### src/rtl/neocore_pkg.sv
// Shared types and constants for the NeoCore pipeline control slice.
// Latency: n/a (types only).
// Backpressure: n/a (types only).
package neocore_pkg;

  // Upper bound on load-use bubbles the bubble counter can express.
  localparam int LU_MAX = 3;

  typedef enum logic [1:0] {
    RUN      = 2'd0,
    LU_STALL = 2'd1,
    HALTING  = 2'd2,
    HALTED   = 2'd3
  } ctrl_state_t;

  // Stall and flush controls for the four stage registers.
  typedef struct packed {
    logic stall_if_id;
    logic stall_id_ex;
    logic stall_ex_mem;
    logic stall_mem_wb;
    logic flush_if_id;
    logic flush_id_ex;
    logic flush_ex_mem;
    logic flush_mem_wb;
  } pipe_ctrl_t;

endpackage

### src/rtl/perf_counter_sat.sv
// Saturating event counter: counts cycles with inc high, sticks at all-ones.
// Latency: count visible the cycle after the inc edge.
// Backpressure: none; inc is sampled every cycle.
// Ports: clk, rst_n (async active-low), inc (count enable), cnt (current value).
module perf_counter_sat #(
  parameter int CNT_W = 32
) (
  input  logic             clk,
  input  logic             rst_n,
  input  logic             inc,
  output logic [CNT_W-1:0] cnt
);

  localparam logic [CNT_W-1:0] CNT_ONE = 1;
  localparam logic [CNT_W-1:0] CNT_MAX = '1;

  always_ff @(posedge clk or negedge rst_n) begin
    if (!rst_n) begin
      cnt <= '0;
    end else if (inc && (cnt != CNT_MAX)) begin
      cnt <= cnt + CNT_ONE;
    end
  end

endmodule

### src/rtl/pipeline_ctrl.sv
// Hazard/flow-control unit for the NeoCore 5-stage pipeline: stalls, flushes, PC hold/redirect, halt.
// Latency: zero-cycle decisions (outputs combinational from state and inputs); state updates on clk.
// Backpressure: mem_busy freezes the whole pipe and this FSM; pending branch/halt is acted on once it drops.
// Ports: ID/EX hazard info, EX branch/halt, WB halt, mem_busy, resume in;
//        pc_stall/pc_redirect, per-stage stall/flush, halted, two perf counters out.
module pipeline_ctrl
  import neocore_pkg::*;
#(
  parameter int LOAD_USE_BUBBLES = 1,
  parameter int CNT_W            = 32
) (
  input  logic             clk,
  input  logic             rst_n,
  input  logic             id_valid,
  input  logic [3:0]       id_rs1_addr,
  input  logic [3:0]       id_rs2_addr,
  input  logic             id_rs1_used,
  input  logic             id_rs2_used,
  input  logic             ex_valid,
  input  logic             ex_mem_read,
  input  logic [3:0]       ex_rd_addr,
  input  logic             ex_rd_we,
  input  logic             ex_branch_taken,
  input  logic             ex_is_halt,
  input  logic             wb_is_halt,
  input  logic             mem_busy,
  input  logic             resume,
  output logic             pc_stall,
  output logic             pc_redirect,
  output logic             stall_if_id,
  output logic             stall_id_ex,
  output logic             stall_ex_mem,
  output logic             stall_mem_wb,
  output logic             flush_if_id,
  output logic             flush_id_ex,
  output logic             flush_ex_mem,
  output logic             flush_mem_wb,
  output logic             halted,
  output logic [CNT_W-1:0] perf_stall_cycles,
  output logic [CNT_W-1:0] perf_flush_count
);

  // Out-of-range bubble counts are clamped to what the 2-bit counter can hold.
  localparam int          LU_BUB    = (LOAD_USE_BUBBLES > LU_MAX) ? LU_MAX :
                                      (LOAD_USE_BUBBLES < 1) ? 1 : LOAD_USE_BUBBLES;
  localparam logic [1:0]  LU_RELOAD = 2'(LU_BUB - 1);
  localparam logic        LU_MULTI  = (LU_BUB > 1);

  ctrl_state_t state;
  logic [1:0]  lu_cnt;
  pipe_ctrl_t  raw;
  logic        halt_req, br_req, lu_hazard;

  assign halt_req  = ex_valid & ex_is_halt;
  assign br_req    = ex_valid & ex_branch_taken;
  // R0 is an ordinary register here, so no zero-address exclusion.
  assign lu_hazard = id_valid & ex_valid & ex_mem_read & ex_rd_we &
                     ((id_rs1_used & (id_rs1_addr == ex_rd_addr)) |
                      (id_rs2_used & (id_rs2_addr == ex_rd_addr)));

  always_comb begin
    raw         = '0;
    pc_stall    = 1'b0;
    pc_redirect = 1'b0;
    if (state == HALTED || mem_busy) begin
      // Full freeze; in HALTED mem_busy is irrelevant, the result is the same.
      pc_stall         = 1'b1;
      raw.stall_if_id  = 1'b1;
      raw.stall_id_ex  = 1'b1;
      raw.stall_ex_mem = 1'b1;
      raw.stall_mem_wb = 1'b1;
    end else begin
      case (state)
        RUN: begin
          if (halt_req) begin
            pc_stall        = 1'b1;
            raw.flush_if_id = 1'b1;
            raw.flush_id_ex = 1'b1;
          end else if (br_req) begin
            // The ID instruction is wrong-path, so its hazard is moot.
            pc_redirect     = 1'b1;
            raw.flush_if_id = 1'b1;
            raw.flush_id_ex = 1'b1;
          end else if (lu_hazard) begin
            pc_stall        = 1'b1;
            raw.stall_if_id = 1'b1;
            raw.flush_id_ex = 1'b1;
          end
        end
        LU_STALL, HALTING: begin
          pc_stall        = 1'b1;
          raw.stall_if_id = 1'b1;
          raw.flush_id_ex = 1'b1;
        end
        default: ;
      endcase
    end
  end

  // A flush always overrides a stall on the same register.
  assign stall_if_id  = raw.stall_if_id  & ~raw.flush_if_id;
  assign stall_id_ex  = raw.stall_id_ex  & ~raw.flush_id_ex;
  assign stall_ex_mem = raw.stall_ex_mem & ~raw.flush_ex_mem;
  assign stall_mem_wb = raw.stall_mem_wb & ~raw.flush_mem_wb;
  assign flush_if_id  = raw.flush_if_id;
  assign flush_id_ex  = raw.flush_id_ex;
  assign flush_ex_mem = raw.flush_ex_mem;
  assign flush_mem_wb = raw.flush_mem_wb;
  assign halted       = (state == HALTED);

  always_ff @(posedge clk or negedge rst_n) begin
    if (!rst_n) begin
      state  <= RUN;
      lu_cnt <= 2'd0;
    end else begin
      case (state)
        RUN: begin
          if (!mem_busy) begin
            if (halt_req) begin
              state <= HALTING;
            end else if (!br_req && lu_hazard && LU_MULTI) begin
              lu_cnt <= LU_RELOAD;
              state  <= LU_STALL;
            end
          end
        end
        LU_STALL: begin
          if (!mem_busy) begin
            lu_cnt <= lu_cnt - 2'd1;
            if (lu_cnt == 2'd1) state <= RUN;
          end
        end
        HALTING: begin
          if (!mem_busy && wb_is_halt) state <= HALTED;
        end
        HALTED: begin
          if (resume) state <= RUN;
        end
        default: state <= RUN;
      endcase
    end
  end

  perf_counter_sat #(.CNT_W(CNT_W)) u_stall_cnt (
    .clk   (clk),
    .rst_n (rst_n),
    .inc   (pc_stall & (state != HALTED)),
    .cnt   (perf_stall_cycles)
  );

  perf_counter_sat #(.CNT_W(CNT_W)) u_flush_cnt (
    .clk   (clk),
    .rst_n (rst_n),
    .inc   (pc_redirect),
    .cnt   (perf_flush_count)
  );

endmodule
### config.mk
export PLATFORM = sky130hd
export DESIGN_NAME = pipeline_ctrl
export DESIGN_NICKNAME = d
export VERILOG_FILES = /design/src/rtl/neocore_pkg.sv /design/src/rtl/perf_counter_sat.sv /design/src/rtl/pipeline_ctrl.sv
export SDC_FILE = /design/constraint.sdc
export NUM_CORES = 1
export LEC_CHECK = 0
export CORE_MARGIN = 2
export CORE_UTILIZATION = 57
export CTS_BUF_LIST = sky130_fd_sc_hd__clkbuf_16
export DETAILED_ROUTE_END_ITERATION = 8
export DONT_BUFFER_PORTS = 1
export GPL_TIMING_DRIVEN = 0
export MAX_ROUTING_LAYER = met4
export PLACE_DENSITY_LB_ADDON = 0.15
export SYNTH_ARGS = -nofsm -noshare
export SYNTH_HDL_FRONTEND = slang
export SYNTH_SLANG_ARGS = --single-unit
### constraint.sdc
create_clock -name clk -period 2.1 [get_ports clk]
set_input_delay 0.42 -clock clk [delete_from_list [all_inputs] [get_ports clk]]
set_output_delay 0.42 -clock clk [all_outputs]
set_load 0.03 [all_outputs]
==> results by group, run 1 <==
Finish
  • Number of filler cells placed in the layout: 415
  • Area growth syn-to-layout: 23.7%
  • Final standard cell count with taps included and fillers excluded: between 400 and 500
  • Share of final-layout standard cells stronger than drive strength 1: between 30% and 40%
  • Final net count: 413
  • Area of all placed cells without fillers: roughly 4500 um^2
  • Antenna fix cells: 0

Logic synthesis
  • Post-Synthesis Cell Area: roughly 3600 um^2
  • Number of standard cells after synthesis: ~350
  • Main synth FF type: dfrtp_1
  • Synth async-reset ratio: 100%
  • Biggest area contributors in the synthesized netlist: dfrtp_1 (47%), xnor2_1 (15%), nand4_1 (4.9%), nand3_1 (4.3%), nand2_1 (3.0%)
  • Share of the synthesized area in the top cell type: 47.2%
  • Average instance area after synthesis: approximately 10 um^2
  • EDFF count, synth: 0
  • Sequential share of the synthesized area: 47.2%
  • Number of register bits inferred by synthesis: between 60 and 70
  • Yosys cell types: 45
  • YS warnings: 0
  • Cell type contributing the most total cell area after synthesis: dfrtp_1

Detailed routing
  • Antenna-violating nets left: 0
  • Routed wire per std cell: between 15 and 20 um
  • Via total after detailed routing: 2764
  • Number of iterations in the first detailed-routing pass: 4
  • Post-route DRC: 0
  • Ratio of routed vias to standard cells: about 6
  • Final WL: 8.33 mm
  • Count of routing violations after the opening detailed-route iteration: between 150 and 200

CTS
  • CTS clock-pin slew for the worst setup and hold paths: roughly 0.05 ns
  • Clock sink count: about 70
  • Root Driver: clkbuf_16
  • Number of CTS-inserted buffers: 9
  • Later-pin clock latency in the skew report: roughly 0.32 ns
  • CTS H-tree lvls: 3
  • Clk buf depth: 2
  • TritonCTS clock tree: built

Flow run
  • Reported max-cap violation count: 0

Setup path
  • Required arrival time at the worst endpoint: approximately 1.7 ns
  • Crit end category: output port
  • Startpoint-to-endpoint class of the critical path: register to output port
  • Arrival @ worst endpoint: ~1.9 ns
  • Worst-path fanout max: 5
  • Setup crit start kind: register

Timing
  • Fin Setup TNS: -1.90 ns
  • Transition time at the pin with the least slew margin: 0.613 ns
  • Worst slew margin relative to its limit: approximately three fifths
  • Portion of the clock cycle consumed by the worst path in the final layout: 109%
  • Final Worst Setup Slack: -0.196 ns
  • Final Hold Fails: 0
  • Final hold slack: between 0.3 and 0.4 ns
  • Unrepaired setup endpoints after global routing: yes
  • Setup-violating endpoint count in the final report: 17
  • Final slew viol count: 0
  • Final Critical Period: between 2 and 2.5 ns
  • Timing-limited maximum frequency: between 0.4 and 0.5 GHz
  • Max Clock Skew: 0.00348 ns

Global routing
  • Number of global-route vias before repair: 2614
  • Global-route total usage across every layer: 23.5%
  • Initial antenna violation count: 0
  • Largest net degree at the start of global routing: between 60 and 70
  • First-pass GRT wire length: roughly 13 mm
  • Total grt overflow: 0

Outcome
  • Failing checks: negative setup slack
  • Outcome: finished, violations left

Die
  • Die Width: roughly 84 um
  • Effective utilization at floorplan: 59.8%
  • Die area: approximately 7000 um^2
  • Die Y: roughly 84 um
  • Count of boundary I/O pins: 100
  • Std cell rows: 28
  • Floorplan core area: between 6000 and 7000 um^2

Hold path
  • Worst hold-check path type: primary input to register

Power
  • Power per standard cell area: between 1000 and 1500 nW/um^2
  • Max rail drop VDD: just under 1 mV
  • Static power due to leakage: approximately 0.0018 uW

Place
  • Total placed cells including tap cells: 424
  • RD Place Congestion: roughly 0.84
  • Port Buffer Count: 0
  • HPWL after detailed placement: ~5.2 mm
  • Area after detailed placement: 3750 um^2
kinds of logic after synthesis:
| kind of cell | after synthesis | share of synthesized area, % |
|---|---|---|
| xor gates and xnor gates | 71 | 17.2 |
| other | 1 | 0.104 |
| AOI/OAI and AO/OA | 17 | 4.27 |
| muxes | 4 | 1.25 |
| adders and majority gates | 8 | 2.78 |
| buffers and inverters | 20 | 2.60 |
| DFF | 68 | 47.2 |
| and+or+nand+nor | 159 | 24.6 |
registers in the layout, summed over array words and instances (netlist names):
register,count
state,2
lu_cnt,2
u_flush_cnt.cnt,32
u_stall_cnt.cnt,32
cell type report:
class	instances	area [um^2]	area share [%]
clock buffer	9	225	5.05
timing repair buffer	23	219	4.91
multi-input combinational	261	2020	45.4
inverter	9	41.3	0.926
clock inverter	6	50.0	1.12
buffer	8	61.3	1.37
tap	75	93.8	2.10
sequential	68	1750	39.1
Yosys cell counts (all sizes together) (2+ instances only):
cell	number
dfrtp	68
xnor2	60
nand3	31
nand2	29
nand4	29
nor2	20
and3	18
xor2	11
and4	9
inv	9
buf	8
ha	8
nor3	7
a21oi	4
and2	4
mux2	4
clkbuf	3
nor4	3
a211oi	2
nand4b	2
nor2b	2
o21ai	2
o31ai	2
cells in the final DEF, fill, tap and decap left out, types with 11 or more instances in the layout:
master and instances:
and3_1 12, buf_4 23, dfrtp_1 33, dfrtp_2 35, nand2_1 27, nand3_1 27
nand4_1 28, nor2_1 16, xnor2_1 60, xor2_1 11
path summary, 6_finish.rpt:
kind | start | endpoint | slack (ns) | depth (start not counted)
min in group asynchronous | rst_n | u_flush_cnt.cnt[8]$_DFFE_PN0P_ | 0.66 | 2
max reg2reg | state[1]$_DFFE_PN0P_ | u_flush_cnt.cnt[15]$_DFFE_PN0P_ | -0.17 | 7
min | mem_busy | lu_cnt[0]$_DFFE_PN0P_ | 0.31 | 2
max in group asynchronous | rst_n | u_flush_cnt.cnt[16]$_DFFE_PN0P_ | 1.16 | 2
min reg2reg | lu_cnt[0]$_DFFE_PN0P_ | lu_cnt[0]$_DFFE_PN0P_ | 0.49 | 1
max | state[1]$_DFFE_PN0P_ | flush_id_ex | -0.20 | 4
through the flow:
stage	utilization (%)	total power, uW	worst slack [ns]
2_1_floorplan	-	2640	-0.0452
3_3_place_gp	62.3	2840	-0.299
3_5_place_dp	62.3	2870	-0.286
4_1_cts	70.9	4430	-0.212
5_1_grt	74.0	4730	-0.276
6_report	74.0	4530	-0.196
metal layers:
metal / routed length, um / track usage, %
met3: 504 / 6.82
met1: 3550 / 30.1
met2: 4130 / 35.2
met5: 0 / -
met4: 139 / 9.53
power breakdown:
group	internal (uW)	leakage (uW)	total, uW	switching, uW
clock	892	0.000146	1410	514
combinational	558	0.000819	1330	772
sequential	1450	0.000873	1790	345
repair_timing:
action | 4_1_cts | 5_1_grt
buffers inserted | 7 | 15
endpoints found under the hold margin | 68 | 0
pin swaps | 11 | 22
setup endpoints to repair | 65 | 60
gates cloned | 0 | 0
gates resized for setup | 54 | 29
hold buffers | 2 | 0
critical path, cell delays in order (launching register included):
cell,delay (ns)
dfrtp_2,0.44
ha_4,0.23
nor2_4,0.20
clkinvlp_4,0.27
nor4_4,0.42
No activity file was read; power rests on OpenSTA's default activity.
==> run 2: changes to the inputs <==
--- a/config.mk
+++ b/config.mk
@@ -6,7 +6,7 @@
 export NUM_CORES = 1
 export LEC_CHECK = 0
 export CORE_MARGIN = 2
-export CORE_UTILIZATION = 57
+export CORE_UTILIZATION = 55
 export CTS_BUF_LIST = sky130_fd_sc_hd__clkbuf_16
 export DETAILED_ROUTE_END_ITERATION = 8
 export DONT_BUFFER_PORTS = 1
==> constraint.sdc (replaced) <==
create_clock -name clk -period 2.7 [get_ports clk]
set_input_delay 0.54 -clock clk [delete_from_list [all_inputs] [get_ports clk]]
set_output_delay 0.54 -clock clk [all_outputs]
set_load 0.03 [all_outputs]
==> results by group, run 2 (synthesized netlist as in run 1, its figures left out) <==
Outcome
  • Outcome: finished, final reports clean

Timing
  • Max Clock Skew: between 0.003 and 0.004 ns
  • Worst slew margin relative to its limit: ~56%
  • Portion of the clock cycle consumed by the worst path in the final layout: roughly 93%
  • Timing-limited maximum frequency: about 0.4 GHz
  • Unrepaired setup endpoints after global routing: no
  • Final Hold Fails: 0
  • Setup-violating endpoint count in the final report: 0
  • Transition time at the pin with the least slew margin: roughly 0.65 ns
  • Final hold slack: 0.0980 ns
  • Final Worst Setup Slack: around 0.19 ns
  • Fin Setup TNS: 0 ns
  • Final Critical Period: 2.51 ns
  • Final slew viol count: 0

Global routing
  • Largest net degree at the start of global routing: 69
  • Global-route total usage across every layer: 21.8%
  • Initial antenna violation count: 0
  • Number of global-route vias before repair: ~2600
  • Total grt overflow: 0
  • First-pass GRT wire length: roughly 12 mm

Power
  • Internal power: approximately 2100 uW
  • Sequential fraction of design power: 41.0%
  • Static power due to leakage: between 0.0015 and 0.002 uW
  • Gate power share: between 20% and 30%
  • Max rail drop VDD: between 0.6 and 0.7 mV
  • Clock network fraction of total power: around a third
  • Switching Power: 1210 uW
  • Switching part of the total: 36.3%
  • Power per standard cell area: about 800 nW/um^2

Detailed routing
  • Count of routing violations after the opening detailed-route iteration: 86
  • Via total after detailed routing: 2590
  • Number of iterations in the first detailed-routing pass: 4
  • Post-route DRC: 0
  • Final WL: around 7.3 mm
  • Ratio of routed vias to standard cells: 5.85
  • Routed wire per std cell: roughly 17 um
  • Antenna-violating nets left: 0

Setup path
  • Endpoint of the most critical register-to-register path: u_flush_cnt.cnt[27]$_DFFE_PN0P_
  • Startpoint-to-endpoint class of the critical path: register to register
  • Setup crit start kind: register
  • Crit end category: register
  • Worst-path fanout max: 7
  • Arrival @ worst endpoint: roughly 2.7 ns
  • Worst reg2reg startpoint: state[0]$_DFFE_PN0P_
  • Worst setup slack for register-to-register paths: 0.19 ns
  • Worst Reg2Reg Path Length in Cells: 9
  • Required arrival time at the worst endpoint: 2.89 ns
  • Startpoint of the worst setup timing path: state[0]$_DFFE_PN0P_

CTS
  • Clk buf depth: 2
  • CTS H-tree lvls: 3
  • Number of CTS-inserted buffers: 9
  • TritonCTS clock tree: built
  • Later-pin clock latency in the skew report: between 0.3 and 0.4 ns
  • Root Driver: clkbuf_16
  • CTS clock-pin slew for the worst setup and hold paths: around 0.06 ns
  • Clock sink count: 68

Die
  • Effective utilization at floorplan: ~57%
  • Floorplan core area: roughly 6300 um^2
  • Die area: between 7000 and 8000 um^2
  • Die Y: approximately 85 um
  • Count of boundary I/O pins: 100
  • Die Width: approximately 85 um
  • Std cell rows: 29

Finish
  • Largest registers: u_flush_cnt.cnt: 32 flops, u_stall_cnt.cnt: 32 flops
  • Area occupied by multi-input gates: around 1900 um^2
  • Area growth syn-to-layout: 12.7%
  • Commonest non-fill, non-tap cell in the layout: dfrtp_1
  • Number of filler cells placed in the layout: 514
  • Share of final-layout standard cells stronger than drive strength 1: 12.0%
  • Antenna fix cells: 0
  • Area used by sequential logic in the layout: 1700 um^2
  • End-of-flow core utilization: 64.0%
  • Final net count: between 300 and 400
  • Commonest cells after routing, fill and taps aside: dfrtp_1 (68), xnor2_1 (60), nand3_1 (31)

Place
  • Port Buffer Count: 0
  • HPWL after detailed placement: 5.07 mm
  • Worst setup slack before clock tree synthesis: between 0.03 and 0.04 ns
  • RD Place Congestion: between 0.8 and 0.9

Hold path
  • Worst hold-check path type: primary input to asynchronous set/reset pin

Flow run
  • Reported max-cap violation count: 0
[run 2: changes by cell type in the layout (fill, tap and decap cells not counted), moves of 4 or more]
cell / change
buf_2: +4
and3_4: -4
buf_4: -20
nand3_1: +4
and4_1: +4
buf_6: -4
dfrtp_2: -35
nand3_2: -4
dfrtp_1: +35
[run 2: worst max-delay path by stage]
stage	end	slack (ns)
after global placement	stall_if_id	0.05
after CTS	flush_id_ex	-0.008
after floorplan	stall_if_id	0.16
final	u_flush_cnt.cnt[27]$_DFFE_PN0P_	0.19
after detailed placement	stall_if_id	0.04
after global routing	u_flush_cnt.cnt[15]$_DFFE_PN0P_	0.03
[run 2: per-layer routing]
layer | vias up | routed length (um) | global-route usage [%]
met4 | 0 | 82 | 7.36
li1 | 1256 | - | -
met3 | 8 | 423 | 7.00
met1 | 1265 | 3330 | 27.2
met5 | - | 0 | -
met2 | 61 | 3500 | 33.6
[run 2: worst max-delay path: stages, from the launching register on]
cell and delay [ns]:
dfrtp_1 0.42, inv_1 0.10, ha_1 0.27, and2b_1 0.17
nand4_2 0.18, inv_1 0.30, nand4_1 0.22, nor3_2 0.39
nand3_1 0.16, xnor2_1 0.16
[run 2: cell type report]
cell class              count  area share, %
clock buffers               9           5.54
plain buffers              11           1.48
inverters                   9          0.832
well taps                  77           2.37
clock inverters             7           1.63
flip-flops and latches     68           41.9
repair buffers              1          0.678
multi-input cells         261           45.6
[run 2: metrics by stage]
step / power [uW] / cell area [um^2] / cells
finish: 3340 / 4060 / 443
global route: 3520 / 4060 / 443
CTS: 3350 / 4050 / 443
detailed placement: 2150 / 3710 / 426
global placement: 2130 / 3710 / 426
floorplan: 1990 / 3620 / 349
[run 2: power groups by stage]
stage | registers [uW] | logic (uW) | clock network, uW
after detailed placement | 1380 | 764 | 0
after global placement | 1380 | 746 | 0
after global routing | 1390 | 930 | 1200
final | 1370 | 837 | 1130
after CTS | 1370 | 833 | 1150
after floorplan | 1350 | 635 | 0
[run 2: repair_timing]
item / 4_1_cts / 5_1_grt
hold buffers: 1 / 0
gates cloned: 0 / 0
endpoints found under the hold margin: 68 / 0
pin swaps: 0 / 1
buffers inserted: 0 / 0
setup endpoints to repair: 2 / 22
resized for setup: 3 / 3
==> run 3: changes to the inputs <==
--- a/config.mk
+++ b/config.mk
@@ -8,11 +8,13 @@
 export CORE_MARGIN = 2
 export CORE_UTILIZATION = 55
 export CTS_BUF_LIST = sky130_fd_sc_hd__clkbuf_16
+export CTS_CLUSTER_SIZE = 14
 export DETAILED_ROUTE_END_ITERATION = 8
 export DONT_BUFFER_PORTS = 1
 export GPL_TIMING_DRIVEN = 0
 export MAX_ROUTING_LAYER = met4
 export PLACE_DENSITY_LB_ADDON = 0.15
+export SLEW_MARGIN = 25
 export SYNTH_ARGS = -nofsm -noshare
 export SYNTH_HDL_FRONTEND = slang
 export SYNTH_SLANG_ARGS = --single-unit
==> results of run 3 <==
No change in the layout: final DEF, timing and power equal those of run 2.
==> patch: new RTL, settings of run 3 <==
Register the output `perf_flush_count`, without a reset; this adds one clock of latency there. The other outputs are not delayed to match.
--- a/src/rtl/pipeline_ctrl.sv
+++ b/src/rtl/pipeline_ctrl.sv
@@ -46,4 +46,6 @@
   localparam logic [1:0]  LU_RELOAD = 2'(LU_BUB - 1);
   localparam logic        LU_MULTI  = (LU_BUB > 1);
+
+  logic [CNT_W-1:0] perf_flush_count_d;
 
   ctrl_state_t state;
@@ -153,6 +155,10 @@
     .rst_n (rst_n),
     .inc   (pc_redirect),
-    .cnt   (perf_flush_count)
+    .cnt   (perf_flush_count_d)
   );
 
+  always_ff @(posedge clk) begin
+    perf_flush_count <= perf_flush_count_d;
+  end
+
 endmodule
Check against the original RTL: not equivalent (a bounded check fails within 4 cycles, from zero or initial values and one cycle with rst_n low).
==> patch against run 3 <==
  * Final area grew 19%
  * Routed wire length grew 16%
  * Synthesized area grew 20%
  * Power grew 21%
  * Global-route usage grew 0.092 points
  * Sequential cell count grew 32
  * Setup slack lost 0.040 ns
  * Critical endpoint is now stall_if_id
  * Worst hold slack lost 0.0032 ns
  * Largest cell class is now sequential cells
==> patch: results (changes against run 3) <==
clock network share of area 0.06168 (was 0.07176); detailed router's first-iteration violation count 144 (was 86); Worst R2R Start u_stall_cnt.cnt[24] (was state[0]); via count of the first global-routing pass 2904 (was 2567); Global Route Usage Sum 0.2186 (was 0.2177); result of the run finished clean (unchanged); Cell Area, Synth 4332 µm² (was 3606 µm²); placed wire-length estimate after detailed placement 6028 µm (was 5070 µm); worst slack at placement -0.06860 ns (was 0.03606 ns); NumNets Final 458 (was 394); number of distinct library cells after synthesis 47 (was 45); Crit Path Max Fanout 8 (was 7); overall via count from detail_route 3019 (was 2590); Post-synth top cells sky130_fd_sc_hd__dfrtp_1, sky130_fd_sc_hd__xnor2_1, sky130_fd_sc_hd__nand2_1, sky130_fd_sc_hd__xor2_1, sky130_fd_sc_hd__dfxtp_1 (was sky130_fd_sc_hd__dfrtp_1, sky130_fd_sc_hd__xnor2_1, sky130_fd_sc_hd__nand3_1, sky130_fd_sc_hd__nand2_1, sky130_fd_sc_hd__nand4_1); worst stage delay on the critical path 0.46 ns (was 0.42 ns); post_cts resized 5 (was 3); R2R cell count 8 (was 9); share of synthesized area spent on multiplexers 0.01040 (was 0.01249); worst hold-check slack 0.09483 ns (was 0.09799 ns); #MultiIn Comb 286 (was 261); reg-to-reg critical path endpoint u_stall_cnt.cnt[6] (was u_flush_cnt.cnt[27]); first-pass GRT wire length 14590 µm (was 12410 µm); static power due to leakage 2.137 nW (was 1.775 nW); arrival time reported for the critical path endpoint 2.01 ns (was 2.70 ns); final setup slack of the worst path 0.1463 ns (was 0.1859 ns); share of synthesized registers carrying an async set or reset 0.6800 (was 1.000); Final non-clock buffer share 0.02142 (was 0.02156); synthesized area per cell 10.51 µm² (was 10.36 µm²); post-place instance area 4469 µm² (was 3712 µm²); cells taking the most area after synthesis sky130_fd_sc_hd__dfrtp_1, sky130_fd_sc_hd__dfxtp_1, sky130_fd_sc_hd__xnor2_1 (was sky130_fd_sc_hd__dfrtp_1, sky130_fd_sc_hd__xnor2_1, sky130_fd_sc_hd__nand4_1); placer congestion estimate 0.8989 (was 0.8480); share of cell area taken by flip-flops and latches 0.4831 (was 0.4188); number of non-clock buffers 14 (was 12); largest registers perf_flush_count: 32 flops, u_flush_cnt.cnt: 32 flops, u_stall_cnt.cnt: 32 flops (was u_flush_cnt.cnt: 32 flops, u_stall_cnt.cnt: 32 flops); fillcell total 640 (was 514); adder-cell area share of the yosys netlist 0.02311 (was 0.02776); fraction of final layout cells sized beyond drive strength 1 0.1047 (was 0.1202)
==> patch: cell types whose count changed after synthesis, moves of 10 or more <==
cell,before,now
sky130_fd_sc_hd__dfxtp_1,0,32
sky130_fd_sc_hd__nor2_1,19,29
sky130_fd_sc_hd__nor3_1,6,22
sky130_fd_sc_hd__nor4_1,3,14
sky130_fd_sc_hd__xnor2_1,60,38
sky130_fd_sc_hd__xor2_1,11,33
==> patch: worst register-to-register path: stages, from the launching register on <==
cell and delay, ns:
sky130_fd_sc_hd__dfrtp_1 0.52, sky130_fd_sc_hd__clkbuf_1 0.32, sky130_fd_sc_hd__and3_1 0.22, sky130_fd_sc_hd__nand4_1 0.13, sky130_fd_sc_hd__nor4_1 0.39, sky130_fd_sc_hd__buf_2 0.29
sky130_fd_sc_hd__buf_2 0.29, sky130_fd_sc_hd__nor4_1 0.09, sky130_fd_sc_hd__xor2_1 0.18
==> patch: per-layer routing <==
layer | part of all wire | vias up | GRT usage | wire, µm
met5 | 0 | - | - | 0
met1 | 0.47 | 1460 | 0.3012 | 4006
met4 | 0.014 | 0 | 0.05760 | 121
met3 | 0.060 | 11 | 0.06021 | 511
li1 | - | 1459 | - | -
met2 | 0.46 | 89 | 0.3230 | 3877
==> patch: report_power, final <==
group	leakage, nW	switching, W	internal [W]
clock network	0.148	0.000541	0.000724
logic	0.836	0.000565	0.000307
registers	1.15	0.000303	0.00161
==> patch: logic make-up (layout without fill, tap and decap cells) <==
family | Yosys count | count (layout)
buf+inv | 27 | 44
mux | 4 | 4
other cells | 1 | 2
flops | 100 | 100
xor+xnor | 71 | 71
simple gates | 183 | 183
compound gates | 18 | 18
fa+ha+maj | 8 | 8
